`src/rtl/consmax_lut_loader.sv`:
```
// ConSmax LUT loader: drains the datapath, streams both FP LUTs,
// then publishes the scale position and re-opens the input path.
module consmax_lut_loader #(
  parameter int LUT_ADDR        = 4,
  parameter int LUT_DATA        = 16,
  parameter int SCALA_POS_WIDTH = 5,
  parameter int BUS_NUM         = 8,
  parameter int PIPE_LAT        = 4
) (
  input  logic                              clk,
  input  logic                              rst,
  input  logic                              cfg_start,
  input  logic                              cfg_abort,
  input  logic signed [SCALA_POS_WIDTH-1:0] cfg_scale_pos,
  input  logic [LUT_DATA-1:0]               cfg_data,
  input  logic                              cfg_data_vld,
  output logic                              cfg_data_rdy,
  output logic                              cfg_busy,
  output logic                              cfg_done,
  output logic                              lut_ready,
  input  logic [BUS_NUM-1:0]                in_vld,
  output logic                              in_rdy,
  output logic [BUS_NUM-1:0]                dp_in_vld,
  output logic [LUT_ADDR:0]                 lut_waddr,
  output logic                              lut_wen,
  output logic [LUT_DATA-1:0]               lut_wdata,
  output logic signed [SCALA_POS_WIDTH-1:0] out_scale_pos,
  output logic                              out_scale_pos_vld
);

  typedef enum logic [2:0] {
    UNCFG,
    DRAIN,
    LOAD,
    SCALE,
    RUN
  } state_t;

  localparam int CW = LUT_ADDR + 1;
  localparam logic [CW-1:0] LAST = '1;
  localparam logic [3:0] DRAIN_INIT = 4'(PIPE_LAT);

  state_t                              state;
  logic [3:0]                          drain_cnt;
  logic [CW-1:0]                       ent_cnt;
  logic signed [SCALA_POS_WIDTH-1:0]   scale_q;
  logic                                hs;

  // Handshakes and lane gating decoded straight from state
  always_comb begin
    in_rdy       = (state == RUN);
    dp_in_vld    = in_rdy ? in_vld : '0;
    cfg_data_rdy = (state == LOAD);
    cfg_busy     = (state == DRAIN) ||
                   (state == LOAD)  ||
                   (state == SCALE);
    hs           = cfg_data_vld & cfg_data_rdy & ~cfg_abort;
  end

  // Drain counter: re-armed by any live lane, else counts down to 0
  always_ff @(posedge clk or posedge rst) begin
    if (rst) begin
      drain_cnt <= '0;
    end else if (|dp_in_vld) begin
      drain_cnt <= DRAIN_INIT;
    end else if (drain_cnt != '0) begin
      drain_cnt <= drain_cnt - 1'b1;
    end
  end

  // Control FSM with registered LUT write port and status outputs
  always_ff @(posedge clk or posedge rst) begin
    if (rst) begin
      state             <= UNCFG;
      ent_cnt           <= '0;
      scale_q           <= '0;
      lut_ready         <= 1'b0;
      cfg_done          <= 1'b0;
      lut_wen           <= 1'b0;
      lut_waddr         <= '0;
      lut_wdata         <= '0;
      out_scale_pos     <= '0;
      out_scale_pos_vld <= 1'b0;
    end else begin
      cfg_done          <= 1'b0;
      out_scale_pos_vld <= 1'b0;
      lut_wen           <= hs;
      if (hs) begin
        lut_waddr <= ent_cnt;
        lut_wdata <= cfg_data;
      end
      unique case (state)
        UNCFG: begin
          if (cfg_start) begin
            state   <= DRAIN;
            scale_q <= cfg_scale_pos;
          end
        end
        DRAIN: begin
          if (cfg_abort) begin
            state     <= UNCFG;
            lut_ready <= 1'b0;
          end else if (drain_cnt == '0) begin
            state     <= LOAD;
            ent_cnt   <= '0;
            lut_ready <= 1'b0;
          end
        end
        LOAD: begin
          if (cfg_abort) begin
            state     <= UNCFG;
            lut_ready <= 1'b0;
          end else if (hs) begin
            ent_cnt <= ent_cnt + 1'b1;
            if (ent_cnt == LAST) begin
              state <= SCALE;
            end
          end
        end
        SCALE: begin
          out_scale_pos     <= scale_q;
          out_scale_pos_vld <= 1'b1;
          cfg_done          <= 1'b1;
          lut_ready         <= 1'b1;
          state             <= RUN;
        end
        RUN: begin
          if (cfg_start) begin
            state   <= DRAIN;
            scale_q <= cfg_scale_pos;
          end
        end
        default: begin
          state <= UNCFG;
        end
      endcase
    end
  end

endmodule

```
`config.mk`:
```
export PLATFORM = sky130hd
export DESIGN_NAME = consmax_lut_loader
export DESIGN_NICKNAME = d
export VERILOG_FILES = /design/src/rtl/consmax_lut_loader.sv
export SDC_FILE = /design/constraint.sdc
export NUM_CORES = 1
export LEC_CHECK = 0
export BUFFER_PORTS_ARGS = -buffer_cell sky130_fd_sc_hd__buf_2
export CAP_MARGIN = 40
export CORE_ASPECT_RATIO = 0.75
export CORE_MARGIN = 4
export CORE_UTILIZATION = 25
export DETAILED_ROUTE_END_ITERATION = 16
export SYNTH_ARGS = -nofsm -noshare
export SYNTH_HDL_FRONTEND = slang
export SYNTH_SLANG_ARGS = --single-unit
export TNS_END_PERCENT = 1
```
`constraint.sdc`:
```
create_clock -name clk -period 2.2 [get_ports clk]
set_input_delay 0.22 -clock clk [delete_from_list [all_inputs] [get_ports clk]]
set_output_delay 0.22 -clock clk [all_outputs]
set_load 0.01 [all_outputs]
```
==> summary.txt, run 1 <==
Routing
  • Drt first-iter violations: 48
  • DR WL/cell: 12.98 um
  • Via count: 1416
  • First-pass iteration count of the detailed router: 4
  • DR vias/cell: 4.252
  • Final ANT Viol Nets: 0
  • Final WL: 4322 um
  • # DRC: 0

Finish
  • Layout Nets: 265
  • Layout cells sized above 1: 50.44%
  • # diodes: 0
  • Fin util: 32.86%
  • Synth-to-layout area growth: 27.94%
  • Fin area: 2590 um^2

GRT
  • Vias in the first global route: 1416
  • First-pass GRT wire length: 6962 um
  • Grt ovf: 0
  • Overall Global Routing Usage: 9.038%
  • Initial antenna violation count: 0
  • Pin count of the biggest net entering global routing: 32

Timing
  • Max Slew Vio Count: 0
  • Setup Skew: 6.072 ps
  • RSZ-0062 raised after global routing: false
  • Endpoints failing hold: 0
  • Slew margin rel.: 57.25%
  • Worst-Margin Slew: 640.3 ps
  • Crit share post-route: 81.99%
  • Fin crit period: 1804 ps
  • Max Freq: 554.4 MHz
  • Final setup viols: 0
  • Total negative slack: 0 ps

Placed design
  • Routability cong.: 0.7702
  • Port Buffer Count: 74
  • DPL Wire Length: 3322 um
  • Placement Cell Area: 2510 um^2

Setup path
  • RR Endpoint: lut_wdata[15]
  • Worst Path Max Fanout: 21
  • Slowest CP cell: dfrtp_1
  • FF-to-FF setup slack: 400 ps
  • Worst-path cell chain: or3b_4, clkinv_2, nand2_4, inv_6, mux2_2
  • RR Startpoint: state[2]
  • CP delay by family, top: simple AND/OR/NAND/NOR gates
  • Max incr delay on CP: 450 ps
  • Critical path class: register to register
  • WP data required: 2380 ps
  • Startpoint types: register
  • CP Capture Type: register
  • Worst r2r path cells: 5
  • Worst Path Buf+Inv: 2
  • Crit path DAT: 1980 ps

Clocking
  • Clock Tree Buf Depth: 2
  • Worst-skew pair later-pin latency: 290 ps
  • TritonCTS Sinks: 46
  • Inserted Clock Buffers: 5
  • CTS tree: yes
  • Postcts setup bufs: 0
  • Root buffer cell: clkbuf_8
  • CTS Hold Buffers Added: 0
  • Worst-path clk slew: 80 ps
  • Gates resized, CTS repair: 0
  • H-tree levels: 2

Synthesis
  • Synthesized instance count: 147
  • Sequential cell area fraction in the yosys report: 56.86%
  • Netlist cell types: 39
  • Post-Syn Area: 2024 um^2
  • Post-Syn Nets: 184
  • Ys Warns: 0
  • Syn_area_per_cell: 13.77 um^2
  • Synth Register Bits: 46

Die
  • # rows: 28
  • Die area: 9616 um^2
  • Floorplan die width: 111.9 um
  • Die H: 85.93 um
  • Initial Util: 25.68%
  • IO Count: 75
  • Core Area: 7883 um^2

Power
  • Pleak: 1.414 nW
  • Peak VDD IR: 327.6 uV
  • PD cells: 957.6 nW/um^2

Min path
  • Min-Delay Path Class: input pin to async pin

Run
  • Max cap viols: 0

Outcome
  • Status: complete, no violations
per-stage QoR:
stage,power [W],cells,setup slack (ps),hold slack [ps]
after floorplan,0.001733,147,555.0,327.4
after global placement,0.002009,326,449.6,345.5
after detailed placement,0.002025,326,407.2,359.5
after CTS,0.002524,333,390.3,35.17
after global routing,0.002669,333,306.3,58.94
final,0.002480,333,396.2,8.242
flip-flops by register name, summed over array words and instances (netlist names):
register / flops
drain_cnt: 4
ent_cnt: 5
lut_ready: 1
lut_waddr: 5
lut_wdata: 16
lut_wen: 1
out_scale_pos: 5
out_scale_pos_vld: 1
scale_q: 5
state: 3
cell usage after synthesis:
library cell  number  area [um^2]
dfrtp_1           46         1151
o21ai_0            3        15.01
a21boi_0           1        7.510
nor3b_1            2        15.01
clkinv_2           1        5.000
xnor2_1            1        8.760
inv_6              1        8.760
a221o_1            1        10.01
and2_1             9        56.30
mux2i_1            1        10.01
ha_1               3        37.54
nor4_1             2        12.51
or3b_4             1        11.26
mux2_4            10        150.1
or4_1              1        7.510
nand3_1            2        10.01
mux2_2            16        180.2
a22o_1             5        43.79
nor2_1             6        22.52
clkbuf_1           1        3.750
buf_12             1        20.02
a31oi_1            2        12.51
a211o_1            2        17.52
a211oi_1           1        7.510
nand2_4            1        11.26
nor3_1             1        5.000
and3_1             1        6.260
nor4b_1            1        8.760
buf_4              1        7.510
and2b_1            1        7.510
nand2_1            1        3.750
a21o_1             1        7.510
or3b_1             1        8.760
mux2_1             5        56.30
inv_1              9        33.78
o211ai_1           2        15.01
nand2b_1           1        6.260
a22oi_1            1        7.510
buf_8              1        15.01
worst max path at each step:
stage	startpoint	end	slack (ps)	cells past startpoint
after global routing	state[1]	dp_in_vld[3]	310	5
after floorplan	state[2]	lut_wdata[0]	550	6
after detailed placement	state[2]	lut_wdata[15]	410	5
final	state[2]	lut_wdata[15]	400	5
after global placement	state[2]	lut_wdata[15]	450	5
after CTS	state[2]	lut_wdata[15]	390	5
logic make-up after synthesis:
logic type | synth area share (%)
fa+ha+maj | 1.854
xor+xnor | 0.4327
flops | 56.86
buf+inv | 4.635
simple gates | 9.518
compound gates | 7.108
mux | 19.59
cell type report:
cell class	count	area (um^2)
Fill cell	798	5293
Sequential cell	46	1151
Multi-Input combinational cell	86	779.5
Timing Repair Buffer	78	400.4
Tap cell	105	131.4
Clock buffer	6	72.57
Inverter	11	47.55
Clock inverter	1	7.507
power by group:
group / internal (W) / switching, W / total, W
Combinational: 0.000418 / 0.000353 / 0.000771
Sequential: 0.00108 / 0.000149 / 0.00123
Clock: 0.000218 / 0.000265 / 0.000483
per-layer routing:
metal | vias up | wire [um] | global-route usage [%]
met5 | - | 0 | 0
met4 | 0 | 47 | 2.652
met3 | 7 | 344 | 4.584
met2 | 39 | 1964 | 13.49
met1 | 691 | 1966 | 11.51
li1 | 679 | - | -
cells in the final DEF (no fill, tap or decap), types with 5 or more instances in the layout:
cell type / netlist / final
nor2_1: 6 / 6
dfrtp_1: 46 / 46
mux2_4: 10 / 10
and2_1: 9 / 9
inv_1: 9 / 8
mux2_2: 16 / 16
buf_2: 0 / 74
clkbuf_8: 0 / 5
mux2_1: 5 / 5
a22o_1: 5 / 5
worst reg2reg max path, cell delays in order, from the launching register on:
cell and delay [ps]:
dfrtp_1 450, or3b_4 450, clkinv_2 120, nand2_4 100
inv_6 210, mux2_2 370
(Power assumes the default switching activity.)
==> inputs of run 2 (changes only) <==
Settings changed: ABC_AREA set to 1.
Clock period 2.2 ns to 1.4 ns, I/O delays scaled along.
==> run 2 against run 1 <==
The flow now finishes with violations (setup timing). Routed wire length is 22% higher. Register-to-register slack lost 370 ps. Total power increased by 130%. Global-route usage up 1.5 points. Area after synthesis up 5.7%. Clock skew decreased by 2.8 ps. Synthesized cell count increased by 81%. Non-clock buffer count increased by 12. Sequential cell count did not move. Core utilization rose by 3.7 points.
==> summary.txt, run 2 <==
Synthesis
  • Share of flip-flops with an asynchronous set or reset: 100.0% (unchanged)
  • Netlist cell types: 24 (-38%)
  • Post-Syn Nets: 303 (+65%)
  • Syn_area_per_cell: 8.043 um^2 (-42%)
  • Sequential cell area fraction in the yosys report: 53.80% (-3.1 points)
  • EDFF count, synth: 0 (unchanged)
  • Most frequent cell after synthesis: nand2_1
  • Synthesized instance count: 266 (+81%)
  • Synth top area cells: dfrtp_1 (54%), nand2_1 (19%), inv_1 (5.3%)
  • Area leader, netlist: dfrtp_1
  • Post-Syn Area: 2140 um^2 (+5.7%)
  • Share of the synthesized area in the top cell type: 53.80% (-3.1 points)
  • Ys Warns: 0 (unchanged)
  • Synth Register Bits: 46 (unchanged)
  • Top cells by count, synth: nand2_1 (107), dfrtp_1 (46), inv_1 (30)
  • Main synth FF type: dfrtp_1

Clocking
  • CTS tree: yes
  • Worst-path clk slew: 70 ps (about the same)
  • Clock Tree Buf Depth: 2 (unchanged)
  • Root buffer cell: clkbuf_16
  • TritonCTS Sinks: 46 (unchanged)
  • H-tree levels: 2 (unchanged)
  • Inserted Clock Buffers: 5 (unchanged)
  • Worst-skew pair later-pin latency: 280 ps (about the same)

Setup path
  • Startpoint types: register
  • RR Startpoint: state[0]
  • CP Capture Type: output pin
  • WP data required: 1260 ps (-1120 ps)
  • Worst Path Max Fanout: 13 (-38%)
  • FF-to-FF setup slack: 30 ps (-370 ps)
  • Worst Path Buf+Inv: 1 (-1)
  • Critical path class: register to output pin
  • Worst-path cell chain: nor2_4, nand2_4, nor2_1, buf_2
  • Slowest CP cell: dfrtp_2
  • Critical Path Start: state[0]
  • Crit path DAT: 1280 ps (-700 ps)
  • CP delay by family, top: flip-flops
  • Max incr delay on CP: 440 ps (about the same)

Timing
  • RSZ-0062 raised after global routing: true
  • Crit share post-route: 101.4%
  • Endpoints failing hold: 0 (unchanged)
  • PnR worst setup slack: -19.15 ps (-415.3 ps)
  • Final setup viols: 6 (+6)
  • Fin crit period: 1419 ps
  • Worst-Margin Slew: 296.4 ps (-343.9 ps)
  • Total negative slack: -42.32 ps (-42.32 ps)
  • Slew margin rel.: 80.13% (+23 points)
  • Setup Skew: 3.235 ps (-2.838 ps)
  • Max Slew Vio Count: 0 (unchanged)
  • Max Freq: 704.6 MHz

Die
  • Core Area: 8093 um^2 (+2.7%)
  • # rows: 28 (unchanged)
  • Die area: 10120 um^2 (+5.2%)
  • Die H: 88.12 um (+2.5%)
  • IO Count: 75 (unchanged)
  • Floorplan die width: 114.8 um (+2.6%)
  • Initial Util: 26.44% (+0.76 points)

Finish
  • Largest Register: lut_wdata
  • Synth-to-layout area growth: 38.42%
  • Reg area: 1154 um^2 (+0.22%)
  • Layout cells sized above 1: 35.75% (-15 points)
  • Fill count: 842 (+5.5%)
  • Fin util: 36.60% (+3.7 points)
  • Highest-count cells in the layout ignoring fill and taps: nand2_1 (103), buf_2 (73), dfrtp_1 (44), inv_1 (27), nor2_1 (26)
  • Commonest non-fill, non-tap cell in the layout: nand2_1
  • # diodes: 0 (unchanged)
  • Layout Nets: 394 (+49%)
  • Multi-input logic area: 892.1 um^2 (+14%)
  • Fin area: 2962 um^2 (+14%)
  • Max reg flops: 16 (unchanged)

Placed design
  • Placement Cell Area: 2689 um^2 (+7.1%)
  • Port Buffer Count: 74 (unchanged)
  • DPL Wire Length: 3839 um (+16%)
  • Routability cong.: 0.8088 (+5.0%)
  • Dpl ws: -45.98 ps (-453.2 ps)

GRT
  • Grt ovf: 0 (unchanged)
  • Initial antenna violation count: 0 (unchanged)
  • Overall Global Routing Usage: 10.55% (+1.5 points)
  • First-pass GRT wire length: 8680 um (+25%)
  • Vias in the first global route: 1948 (+38%)
  • Pin count of the biggest net entering global routing: 47 (+47%)

Routing
  • Drt first-iter violations: 38 (-21%)
  • Final ANT Viol Nets: 0 (unchanged)
  • First-pass iteration count of the detailed router: 4 (unchanged)
  • DR vias/cell: 4.184 (-1.6%)
  • DR WL/cell: 11.34 um (-13%)
  • Final WL: 5252 um (+22%)
  • # DRC: 0 (unchanged)
  • Via count: 1937 (+37%)

Run
  • Max cap viols: 0 (unchanged)

Outcome
  • Status: complete, but fails checks
  • Failing checks: setup timing

Power
  • PD cells: 1924 nW/um^2 (+100%)
  • Pwr Total: 0.005699 W (+130%)
  • Pleak: 1.705 nW (+21%)
  • Peak VDD IR: 599.0 uV (+83%)

Min path
  • Min-delay src: cfg_data[11]
  • Min-Delay Path Class: input pin to register
## run 2: path summary, 6_finish.rpt
| kind | to | depth (start not counted) |
|---|---|---|
| min in group asynchronous | lut_wdata[5] | 4 |
| max in group asynchronous | lut_wdata[6] | 4 |
| min reg2reg | out_scale_pos[2] | 2 |
| min | lut_wdata[11] | 3 |
| max reg2reg | scale_q[3] | 4 |
| max | dp_in_vld[4] | 4 |
## run 2: cells by family after synthesis
| logic type | Yosys count | share of synthesized area (%) |
|---|---|---|
| flops | 46 | 53.80 |
| simple gates | 159 | 30.64 |
| fa+ha+maj | 3 | 1.755 |
| buf+inv | 38 | 7.486 |
| mux | 4 | 2.105 |
| compound gates | 15 | 3.801 |
| xor+xnor | 1 | 0.4094 |
## run 2: worst min-delay path: stages
cell,delay [ps]
buf_2,70
nand2_1,40
nand2_1,40
## run 2: layout make-up
cell class	instances	share of cell area (%)
Clock buffer	5	4.225
Clock inverter	3	0.7182
Inverter	32	4.140
Multi-Input combinational cell	182	30.12
Sequential cell	46	38.95
Tap cell	105	4.436
Timing Repair Buffer	90	17.41
## run 2: power by group
group	switching, W	leakage, nW	internal, W	total (W)
clock	0.000504	0.0698	0.000661	0.00116
sequential	0.000302	0.589	0.00183	0.00213
combinational	0.00137	1.05	0.00103	0.00240
total	0.00218	1.70	0.00352	0.00570
## run 2: through the flow
| stage | instances | hold slack (ps) |
|---|---|---|
| finish | 463 | 45.39 |
| global route | 463 | 53.07 |
| CTS | 458 | 40.48 |
| detailed placement | 449 | 202.1 |
| global placement | 449 | 196.6 |
| floorplan | 266 | 249.6 |
## run 2: per-layer routing
| layer | GRT usage, % | share of wire (%) | vias up |
|---|---|---|---|
| met1 | 13.55 | 46 | 892 |
| li1 | - | - | 993 |
| met2 | 17.91 | 48 | 48 |
| met5 | 0 | 0 | - |
| met4 | 2.239 | 0.44 | 0 |
| met3 | 2.970 | 5.4 | 4 |
## run 2: timing repair
action,in CTS,in global routing
hold buffers,1,0
setup buffers,0,5
gates resized for setup,8,15
setup endpoints to repair,22,41
hold endpoints to repair,46,0
pin swaps,1,8
==> inputs of run 3 (changes only) <==
Settings changed: SETUP_SLACK_MARGIN set to 0.05.
==> run 3 against run 2 <==
The flow now finishes without violations. Fmax is 2.1% higher. Sequential power about the same. First-iteration DRC count increased by 55%. Worst hold slack gained 0.60 ps. Combinational power is 5% higher. Sequential cell count stayed put. Critical path depth is the same. Critical endpoint unchanged. Design area increased by 1.2%. Clock power about the same.
==> summary.txt, run 3 (synthesized netlist as in run 2, its figures left out) <==
Outcome
  • Status: complete, no violations

Timing
  • Crit share post-route: 99.25% (-2.1 points)
  • PnR worst setup slack: 10.57 ps (+29.72 ps)
  • Total negative slack: 0 ps (+42.32 ps)
  • Fin crit period: 1389 ps (-29.72 ps)
  • Endpoints failing hold: 0 (unchanged)
  • Worst-Margin Slew: 295.4 ps (-0.9584 ps)
  • Max Freq: 719.7 MHz (+2.1%)
  • Setup Skew: 6.014 ps (+2.780 ps)
  • Final setup viols: 0 (-6)
  • RSZ-0062 raised after global routing: true
  • Slew margin rel.: 80.20% (about the same)
  • Max Slew Vio Count: 0 (unchanged)

Finish
  • Fin util: 37.03% (+0.43 points)
  • Layout Nets: 394 (unchanged)
  • Fin area: 2997 um^2 (+1.2%)
  • # diodes: 0 (unchanged)
  • Synth-to-layout area growth: 40.06%
  • Commonest non-fill, non-tap cell in the layout: nand2_1
  • Max reg flops: 16 (unchanged)
  • Highest-count cells in the layout ignoring fill and taps: nand2_1 (101), buf_2 (73), dfrtp_1 (44), inv_1 (28), nor2_1 (24)
  • Layout cells sized above 1: 36.59% (+0.84 points)
  • Largest Register: lut_wdata

Clocking
  • Clock Tree Buf Depth: 2 (unchanged)
  • TritonCTS Sinks: 46 (unchanged)
  • Root buffer cell: clkbuf_16
  • Inserted Clock Buffers: 5 (unchanged)
  • CTS tree: yes
  • Worst-path clk slew: 70 ps (about the same)
  • H-tree levels: 2 (unchanged)
  • Worst-skew pair later-pin latency: 280 ps (about the same)

Min path
  • Min-Delay Path Class: input pin to register

Setup path
  • Worst Path Max Fanout: 13 (unchanged)
  • CP Capture Type: output pin
  • Crit path DAT: 1250 ps (-30 ps)
  • Startpoint types: register
  • Critical path class: register to output pin
  • WP data required: 1260 ps (about the same)

Die
  • Floorplan die width: 114.8 um (unchanged)
  • Die area: 10120 um^2 (unchanged)
  • IO Count: 75 (unchanged)
  • Core Area: 8093 um^2 (unchanged)
  • Initial Util: 26.44% (unchanged)
  • Die H: 88.12 um (unchanged)
  • # rows: 28 (unchanged)

Routing
  • Via count: 1942 (+0.26%)
  • Final WL: 5338 um (+1.6%)
  • Final ANT Viol Nets: 0 (unchanged)
  • # DRC: 0 (unchanged)
  • First-pass iteration count of the detailed router: 4 (unchanged)
  • DR WL/cell: 11.53 um (+1.6%)
  • DR vias/cell: 4.194 (+0.26%)
  • Drt first-iter violations: 59 (+55%)

Placed design
  • Dpl ws: -45.98 ps (unchanged)
  • Port Buffer Count: 74 (unchanged)
  • Placement Cell Area: 2689 um^2 (unchanged)
  • Routability cong.: 0.8088 (unchanged)
  • DPL Wire Length: 3839 um (unchanged)

Power
  • Pwr Total: 0.005799 W (+1.7%)
  • Peak VDD IR: 597.9 uV (-0.18%)
  • Pleak: 1.709 nW (+0.22%)
  • PD cells: 1935 nW/um^2 (+0.56%)

Run
  • Max cap viols: 0 (unchanged)

GRT
  • Grt ovf: 0 (unchanged)
  • Vias in the first global route: 1977 (+1.5%)
  • Initial antenna violation count: 0 (unchanged)
  • Pin count of the biggest net entering global routing: 47 (unchanged)
  • Overall Global Routing Usage: 10.81% (+0.26 points)
  • First-pass GRT wire length: 8907 um (+2.6%)
==> run 3: cell counts in the layout (fill, tap and decap cells not counted) <==
Identical to the previous run, type by type.
==> run 3: power by group <==
part	leakage [nW]	internal (W)	switching [W]	total [W]
combinational	1.05	0.00108	0.00144	0.00252
clock	0.0698	0.000661	0.000502	0.00116
sequential	0.589	0.00183	0.000280	0.00211
==> run 3: worst max-delay path, cell delays in order (launching register included) <==
cell and delay, ps:
dfrtp_2 450, nor2_4 150, nand2_4 120, nor2_1 110
buf_2 140
==> run 3: timing repair <==
item,in CTS,in global routing
pin swaps,2,9
setup buffers,4,1
gates resized for setup,11,17
hold buffers,1,0
endpoints found under the setup margin,34,46
hold endpoints to repair,46,0
==> run 3: layer usage <==
metal,up-vias,track usage (%),wire length [um]
met1,894,13.89,2505
met3,8,2.970,252
met2,43,18.44,2520
li1,997,-,-
met4,0,2.239,60
met5,-,0,0
==> run 3: layout make-up <==
| class | instances | area (um^2) |
|---|---|---|
| Tap cell | 105 | 131.4 |
| Inverter | 32 | 125.1 |
| Sequential cell | 46 | 1154 |
| Multi-Input combinational cell | 182 | 912.1 |
| Timing Repair Buffer | 90 | 528.0 |
| Clock inverter | 3 | 21.27 |
| Fill cell | 842 | 5096 |
| Clock buffer | 5 | 125.1 |
==> run 3: through the flow <==
stage               std cells  hold WS [ps]
floorplan                 266         249.6
detailed placement        449         202.1
finish                    463         45.99
global placement          449         196.6
global route              463         53.07
CTS                       462         40.48
==> run 3: path summary, 6_finish.rpt <==
path,startpoint,depth (start not counted),endpoint,slack (ps)
setup / recovery,state[0],4,dp_in_vld[4],10
hold / removal,cfg_data[11],3,lut_wdata[11],50
setup reg to reg,state[0],7,lut_wdata[0],60
hold reg to reg,out_scale_pos[2],2,out_scale_pos[2],470
max in group asynchronous,rst,4,lut_wdata[6],730
min in group asynchronous,rst,4,lut_wdata[5],430
